## src/rtl/acc_dma_pkg.sv

```systemverilog
// Shared types and constants for the accelerator DMA streamer.
package acc_dma_pkg;

    localparam int WORD_BYTES = 4;
    localparam int DATA_W     = 32;

    typedef enum logic [2:0] {
        ST_IDLE,
        ST_LOAD,
        ST_RUN,
        ST_DRAIN,
        ST_FIN
    } dma_state_e;

endpackage

```

## src/rtl/sync_fifo.sv

```systemverilog
// Generic synchronous FIFO with registered storage; push-to-head latency 1 cycle (no fall-through).
// Backpressure: push is refused when full unless a pop happens in the same cycle.
module sync_fifo #(
    parameter int WIDTH = 32,
    parameter int DEPTH = 4
) (
    input  logic                   clk,
    input  logic                   rst,
    input  logic                   clr,
    input  logic                   push,
    input  logic [WIDTH-1:0]       push_dat,
    input  logic                   pop,
    output logic                   full,
    output logic                   empty,
    output logic [$clog2(DEPTH):0] count,
    output logic [WIDTH-1:0]       head_dat
);

    localparam int AW = $clog2(DEPTH);

    logic [WIDTH-1:0] mem_q [DEPTH];
    logic [AW-1:0]    wr_ptr_q, wr_ptr_d;
    logic [AW-1:0]    rd_ptr_q, rd_ptr_d;
    logic [AW:0]      count_q, count_d;
    logic             do_push, do_pop;

    always_comb begin
        do_pop   = pop && (count_q != '0);
        do_push  = push && ((count_q != (AW+1)'(DEPTH)) || do_pop);
        wr_ptr_d = wr_ptr_q;
        rd_ptr_d = rd_ptr_q;
        count_d  = count_q;
        if (clr) begin
            wr_ptr_d = '0;
            rd_ptr_d = '0;
            count_d  = '0;
        end else begin
            if (do_push) begin
                wr_ptr_d = wr_ptr_q + AW'(1);
            end
            if (do_pop) begin
                rd_ptr_d = rd_ptr_q + AW'(1);
            end
            if (do_push && !do_pop) begin
                count_d = count_q + (AW+1)'(1);
            end else if (!do_push && do_pop) begin
                count_d = count_q - (AW+1)'(1);
            end
        end
    end

    always_ff @(posedge clk or posedge rst) begin
        if (rst) begin
            wr_ptr_q <= '0;
            rd_ptr_q <= '0;
            count_q  <= '0;
        end else begin
            wr_ptr_q <= wr_ptr_d;
            rd_ptr_q <= rd_ptr_d;
            count_q  <= count_d;
        end
    end

    // Storage needs no reset: entries are only observed once counted valid.
    always_ff @(posedge clk) begin
        if (do_push && !clr) begin
            mem_q[wr_ptr_q] <= push_dat;
        end
    end

    assign full     = (count_q == (AW+1)'(DEPTH));
    assign empty    = (count_q == '0);
    assign count    = count_q;
    assign head_dat = mem_q[rd_ptr_q];

endmodule

```

## src/rtl/acc_dma_streamer.sv

```systemverilog
// Streams rd_words memory words into the accelerator load port and writes its results back from wr_base.
// Start->first read request 1 cycle; read/write grants stall transfers, a full result buffer drops words (sticky overflow).
module acc_dma_streamer
    import acc_dma_pkg::*;
#(
    parameter int FIFO_DEPTH = 4,
    parameter int ADDR_W     = 32,
    parameter int CNT_W      = 16
) (
    input  logic              clk,
    input  logic              rst,
    input  logic              start,
    input  logic [ADDR_W-1:0] rd_base,
    input  logic [CNT_W-1:0]  rd_words,
    input  logic [ADDR_W-1:0] wr_base,
    output logic              busy,
    output logic              finished,
    output logic              overflow,
    output logic [CNT_W-1:0]  out_count,
    output logic              mem_rd_req,
    output logic [ADDR_W-1:0] mem_rd_addr,
    input  logic              mem_rd_gnt,
    input  logic              mem_rd_valid,
    input  logic [DATA_W-1:0] mem_rd_data,
    output logic              acc_ready,
    output logic [DATA_W-1:0] acc_data,
    input  logic              acc_valid,
    input  logic [DATA_W-1:0] acc_ofmap,
    input  logic              acc_done,
    output logic              mem_wr_req,
    output logic [ADDR_W-1:0] mem_wr_addr,
    output logic [DATA_W-1:0] mem_wr_data,
    input  logic              mem_wr_gnt
);

    localparam int FCW = $clog2(FIFO_DEPTH) + 1;

    dma_state_e        state_q, state_d;
    logic [CNT_W-1:0]  words_q, words_d;
    logic [CNT_W-1:0]  issued_q, issued_d;
    logic [CNT_W-1:0]  fed_q, fed_d;
    logic [CNT_W-1:0]  outstanding_q, outstanding_d;
    logic [CNT_W-1:0]  out_count_q, out_count_d;
    logic [ADDR_W-1:0] rd_addr_q, rd_addr_d;
    logic [ADDR_W-1:0] wr_addr_q, wr_addr_d;
    logic              overflow_q, overflow_d;

    logic              launch, rd_acc, rd_rsp, feed, cap, cap_ok, wr_acc, wf_drained;
    logic [CNT_W:0]    inflight;
    logic              rf_full, rf_empty, wf_full, wf_empty;
    logic [FCW-1:0]    rf_count, wf_count;
    logic [DATA_W-1:0] rf_head, wf_head;

    sync_fifo #(.WIDTH(DATA_W), .DEPTH(FIFO_DEPTH)) u_rd_fifo (
        .clk      (clk),
        .rst      (rst),
        .clr      (launch),
        .push     (rd_rsp),
        .push_dat (mem_rd_data),
        .pop      (feed),
        .full     (rf_full),
        .empty    (rf_empty),
        .count    (rf_count),
        .head_dat (rf_head)
    );

    sync_fifo #(.WIDTH(DATA_W), .DEPTH(FIFO_DEPTH)) u_wr_fifo (
        .clk      (clk),
        .rst      (rst),
        .clr      (launch),
        .push     (cap),
        .push_dat (acc_ofmap),
        .pop      (wr_acc),
        .full     (wf_full),
        .empty    (wf_empty),
        .count    (wf_count),
        .head_dat (wf_head)
    );

    always_ff @(posedge clk or posedge rst) begin
        if (rst) begin
            state_q       <= ST_IDLE;
            words_q       <= '0;
            issued_q      <= '0;
            fed_q         <= '0;
            outstanding_q <= '0;
            out_count_q   <= '0;
            rd_addr_q     <= '0;
            wr_addr_q     <= '0;
            overflow_q    <= 1'b0;
        end else begin
            state_q       <= state_d;
            words_q       <= words_d;
            issued_q      <= issued_d;
            fed_q         <= fed_d;
            outstanding_q <= outstanding_d;
            out_count_q   <= out_count_d;
            rd_addr_q     <= rd_addr_d;
            wr_addr_q     <= wr_addr_d;
            overflow_q    <= overflow_d;
        end
    end

    always_comb begin
        state_d = state_q;
        unique case (state_q)
            ST_IDLE:  if (launch) state_d = (rd_words == '0) ? ST_RUN : ST_LOAD;
            ST_LOAD:  if (feed && (fed_q + CNT_W'(1) == words_q)) state_d = ST_RUN;
            ST_RUN:   if (acc_done) state_d = ST_DRAIN;
            ST_DRAIN: if (wf_drained) state_d = ST_FIN;
            ST_FIN:   state_d = ST_IDLE;
            default:  state_d = ST_IDLE;
        endcase
    end

    // Read credit covers both in-flight responses and words parked in the read FIFO.
    always_comb begin
        launch      = (state_q == ST_IDLE) && start;
        busy        = (state_q != ST_IDLE);
        finished    = (state_q == ST_FIN);
        inflight    = {1'b0, outstanding_q} + (CNT_W+1)'(rf_count);
        mem_rd_req  = (state_q == ST_LOAD) && (issued_q < words_q) && !rf_full &&
                      (inflight < (CNT_W+1)'(FIFO_DEPTH));
        mem_rd_addr = rd_addr_q;
        rd_acc      = mem_rd_req && mem_rd_gnt;
        rd_rsp      = mem_rd_valid && (state_q != ST_IDLE);
        acc_ready   = (state_q == ST_LOAD) && !rf_empty;
        acc_data    = acc_ready ? rf_head : '0;
        feed        = acc_ready;
        mem_wr_req  = !wf_empty;
        mem_wr_addr = wr_addr_q;
        mem_wr_data = mem_wr_req ? wf_head : '0;
        wr_acc      = mem_wr_req && mem_wr_gnt;
        cap         = acc_valid && ((state_q == ST_LOAD) || (state_q == ST_RUN) ||
                                    (state_q == ST_DRAIN));
        cap_ok      = cap && (!wf_full || wr_acc);
        wf_drained  = !cap_ok && (wf_empty || ((wf_count == FCW'(1)) && wr_acc));
        overflow    = overflow_q;
        out_count   = out_count_q;
    end

    always_comb begin
        words_d       = words_q;
        issued_d      = issued_q;
        fed_d         = fed_q;
        outstanding_d = outstanding_q;
        out_count_d   = out_count_q;
        rd_addr_d     = rd_addr_q;
        wr_addr_d     = wr_addr_q;
        overflow_d    = overflow_q;
        if (launch) begin
            words_d       = rd_words;
            issued_d      = '0;
            fed_d         = '0;
            outstanding_d = '0;
            out_count_d   = '0;
            rd_addr_d     = rd_base;
            wr_addr_d     = wr_base;
            overflow_d    = 1'b0;
        end else begin
            if (rd_acc) begin
                issued_d  = issued_q + CNT_W'(1);
                rd_addr_d = rd_addr_q + ADDR_W'(WORD_BYTES);
            end
            if (rd_acc && !rd_rsp) begin
                outstanding_d = outstanding_q + CNT_W'(1);
            end else if (!rd_acc && rd_rsp) begin
                outstanding_d = outstanding_q - CNT_W'(1);
            end
            if (feed) begin
                fed_d = fed_q + CNT_W'(1);
            end
            if (wr_acc) begin
                wr_addr_d = wr_addr_q + ADDR_W'(WORD_BYTES);
            end
            if (cap_ok) begin
                out_count_d = out_count_q + CNT_W'(1);
            end else if (cap) begin
                overflow_d = 1'b1;
            end
        end
    end

endmodule

```

## config.mk

```make
export PLATFORM = sky130hd
export DESIGN_NAME = acc_dma_streamer
export DESIGN_NICKNAME = d
export VERILOG_FILES = /design/src/rtl/acc_dma_pkg.sv /design/src/rtl/sync_fifo.sv /design/src/rtl/acc_dma_streamer.sv
export SDC_FILE = /design/constraint.sdc
export NUM_CORES = 1
export LEC_CHECK = 0
export CAP_MARGIN = 5
export CELL_PAD_IN_SITES_DETAIL_PLACEMENT = 1
export CELL_PAD_IN_SITES_GLOBAL_PLACEMENT = 2
export CORE_MARGIN = 2
export CORE_UTILIZATION = 37
export DETAILED_ROUTE_END_ITERATION = 10
export HOLD_SLACK_MARGIN = 0.03
export PLACE_DENSITY = 0.87
export SLEW_MARGIN = 25
export SYNTH_ARGS = -nofsm -noshare
export SYNTH_HDL_FRONTEND = slang
export SYNTH_SLANG_ARGS = --single-unit
```

## constraint.sdc

```tcl
create_clock -name clk -period 7.4 [get_ports clk]
set_input_delay 1.48 -clock clk [delete_from_list [all_inputs] [get_ports clk]]
set_output_delay 1.48 -clock clk [all_outputs]
set_load 0.01 [all_outputs]
```

==> impl_metrics.tcl <==
set metrics [dict create \
    synth.distinct_cells 63 \
    leakage_nw 9.14 \
    cts_buffer_depth 3 \
    first_global_vias 14591 \
    worst_path_max_delay_cell "ha_1" \
    grt_pass1_wl_um 86700 \
    regToRegSetupSlack_ps 1840 \
    placementRows 84 \
    cts_hold_buf 0 \
    grt-ovfl-total 0 \
    critPathRequiredTime_ps 7920 \
    synth_cells 1532 \
    layout_common_cells "clkdlybuf4s50_1, edfxtp_1, nand2_1" \
    power_density_mw_per_mm2 397 \
    routed_wl_um 56300 \
    setup_viol 0 \
    grt_max_degree 97 \
    finalMaxSlewViolations 0 \
    ir_drop_uv 204 \
    ff2ff_path_depth 16 \
    yosys_most_used_dff "edfxtp_1" \
    antenna_found_initial 5 \
    hpwl_um 37900 \
    clock_skew_ps 24.4 \
    port_buffers 301 \
    die_area_mm2 0.0545 \
    ctsHtreeMaxLevel 2 \
    die_width_um 233 \
    ys_async_sr_fraction 0.388 \
    postCtsSetupBuffers 0 \
    holdWs_ps 499 \
    hold_path_class "reg2reg" \
    grt_usage 0.206 \
    place.gp.congestion 0.858 \
    drv_cap 0 \
    remaining_drc_errors 0 \
    worstSkewPairLatency_ps 590 \
    r2r_start "u_rd_fifo.count[2]" \
    arrival_ps 6080 \
    syn2layout_area_growth_pct 27.4 \
    worst_pin_slew_ps 980 \
    vias 13573 \
    ant_nets 0 \
    hold_viol_final 0 \
    critical_path.cell_chain "ha_1 > a21oi_1 > a21oi_1 > o32ai_1 > o2111ai_1 > nor4b_4 > nand2_1 > ha_1 > a2111oi_0 > o21ai_0 > and2_1 > o21ai_0 > o21ai_0 > a31o_2 > or4_1 > nand3_1" \
    cts_tree "done" \
    cpPeakStageDelay_ps 600 \
    final_layout_size_suffix_gt1_frac 0.0945 \
    yosysSeqAreaShare 0.603 \
    ioPinCount 302 \
    syn_area_mm2 0.0195 \
    fmax_mhz 180 \
    post_cts_resize_count 0 \
    critPathLaunchType "register" \
    ys_ff_latch 418 \
    ys_warn_count 0 \
    status "completed" \
    first_iter_violations 812 \
    cts-root-buf "clkbuf_16" \
    relSlewSlack 0.347 \
    wl_per_cell_um 22.1 \
    nNetsFinal 2031 \
    initial_core_util 0.372 \
    hold_path_depth 2 \
    synth_area_per_cell_um2 12.7 \
    path_max_fanout 18 \
    fin_tns_setup_ps 0 \
    layout_commonest_cell "clkdlybuf4s50_1" \
    clk_pin_slew_ps 60 \
    period_minus_slack_ps 5560 \
    worstHoldStart "mem_wr_addr[0]" \
    critPathKind "reg2reg" \
    fp.dieH_um 233 \
    yosys.area.top_type_share 0.395 \
    worst_setup_path_end_kind "register" \
    avgViaCountPerCell 5.32 \
    cp_common_cell "o21ai_0" \
    r2r-end "outstanding_q[15]" \
    core_mm2 0.0523 \
    synth_top_cell_by_area "edfxtp_1" \
    synth_area_leaders "edfxtp_1, dfrtp_1, mux4_2" \
    clkSinkCount 418 \
    rsz0062_at_grt "false" \
    firstDrtPassIters 5 \
    nFillCells 5356 \
    hold_end "mem_wr_addr[0]" \
    numCtsBuffers 47 \
    synth-edff-count 256 \
    fin_crit_sh 0.752 \
    synth_nets 1737 \
]
[critical path, delay by kind of cell (launching register included)]
kind	cells	cell delay [ps]
adders and majority gates	2	950
AOI/OAI and AO/OA	9	2500
DFF	1	440
and+or+nand+nor	5	1600
[per-layer routing]
layer	share of wire	GRT usage	wire [um]
met4	0.026	0.0649	1490
met5	0.00073	0	41
met3	0.059	0.0531	3310
met1	0.41	0.255	23200
met2	0.50	0.354	28300
[cells in the mapped netlist (all sizes together) (9+ instances only)]
master / count
edfxtp: 256
nand2: 170
dfrtp: 162
o21ai: 108
nor2: 87
and2: 84
xor2: 67
mux4: 64
clkbuf: 52
ha: 51
nand4: 46
xnor2: 45
nand3: 43
inv: 40
a21oi: 35
and3: 35
buf: 25
o31ai: 18
nor3: 17
and4: 9
mux2i: 9
[worst max path at each step]
stage	from	end	slack, ps
after floorplan	rst	fed_q[0]	1540
after global placement	mem_rd_gnt	outstanding_q[15]	1950
after detailed placement	mem_rd_valid	outstanding_q[15]	1800
after CTS	u_rd_fifo.count[2]	outstanding_q[15]	1790
after global routing	u_rd_fifo.count[2]	outstanding_q[15]	1350
final	u_rd_fifo.count[2]	outstanding_q[15]	1840
[cell type report]
type | instances | area (um^2) | area share
Antenna cell | 2 | 5.00 | 0.000202
Clock buffer | 62 | 1310 | 0.0529
Clock inverter | 24 | 279 | 0.0112
Inverter | 40 | 155 | 0.00625
Multi-Input combinational cell | 997 | 7300 | 0.294
Sequential cell | 418 | 11700 | 0.473
Tap cell | 688 | 861 | 0.0347
Timing Repair Buffer | 322 | 3170 | 0.128
[sequential cells by signal, indices dropped and copies added, names as in the netlist]
| name | count |
|---|---|
| u_rd_fifo.wr_ptr_q | 2 |
| state_q | 3 |
| u_wr_fifo.wr_ptr_q | 2 |
| u_wr_fifo.count | 3 |
| fed_q | 16 |
| u_rd_fifo.rd_ptr_q | 2 |
| out_count | 16 |
| outstanding_q | 16 |
| words_q | 16 |
| issued_q | 16 |
| u_wr_fifo.rd_ptr_q | 2 |
| u_rd_fifo.count | 3 |
| u_wr_fifo.mem_q | 128 |
| mem_wr_addr | 32 |
| mem_rd_addr | 32 |
| overflow | 1 |
| u_rd_fifo.mem_q | 128 |
[where the power goes]
part           internal [mW]  switching, mW
registers               3.10          0.540
logic                   1.84           1.96
clock network           1.43          0.983
[cell families (layout without fill, tap and decap cells)]
| logic type | Yosys count | in the layout | share of synthesized area |
|---|---|---|---|
| flops | 418 | 418 | 0.603 |
| mux | 75 | 75 | 0.0798 |
| buf+inv | 117 | 448 | 0.0239 |
| xor+xnor | 112 | 112 | 0.0503 |
| fa+ha+maj | 53 | 53 | 0.0348 |
| other cells | 0 | 2 | 0 |
| compound gates | 226 | 226 | 0.0703 |
| simple gates | 531 | 531 | 0.138 |
[per-stage QoR]
stage / instances / setup slack (ps) / instance area (um^2) / util / total power, mW
2_1_floorplan: 1532 / 1540 / 19500 / - / 5.75
3_3_place_gp: 2465 / 1950 / 23200 / 0.444 / 7.34
3_5_place_dp: 2465 / 1800 / 23200 / 0.444 / 7.50
4_1_cts: 2551 / 1790 / 24800 / 0.474 / 9.99
5_1_grt: 2552 / 1350 / 24800 / 0.474 / 10.5
6_report: 2553 / 1840 / 24800 / 0.474 / 9.86
Power figures use the tool's default switching activity.
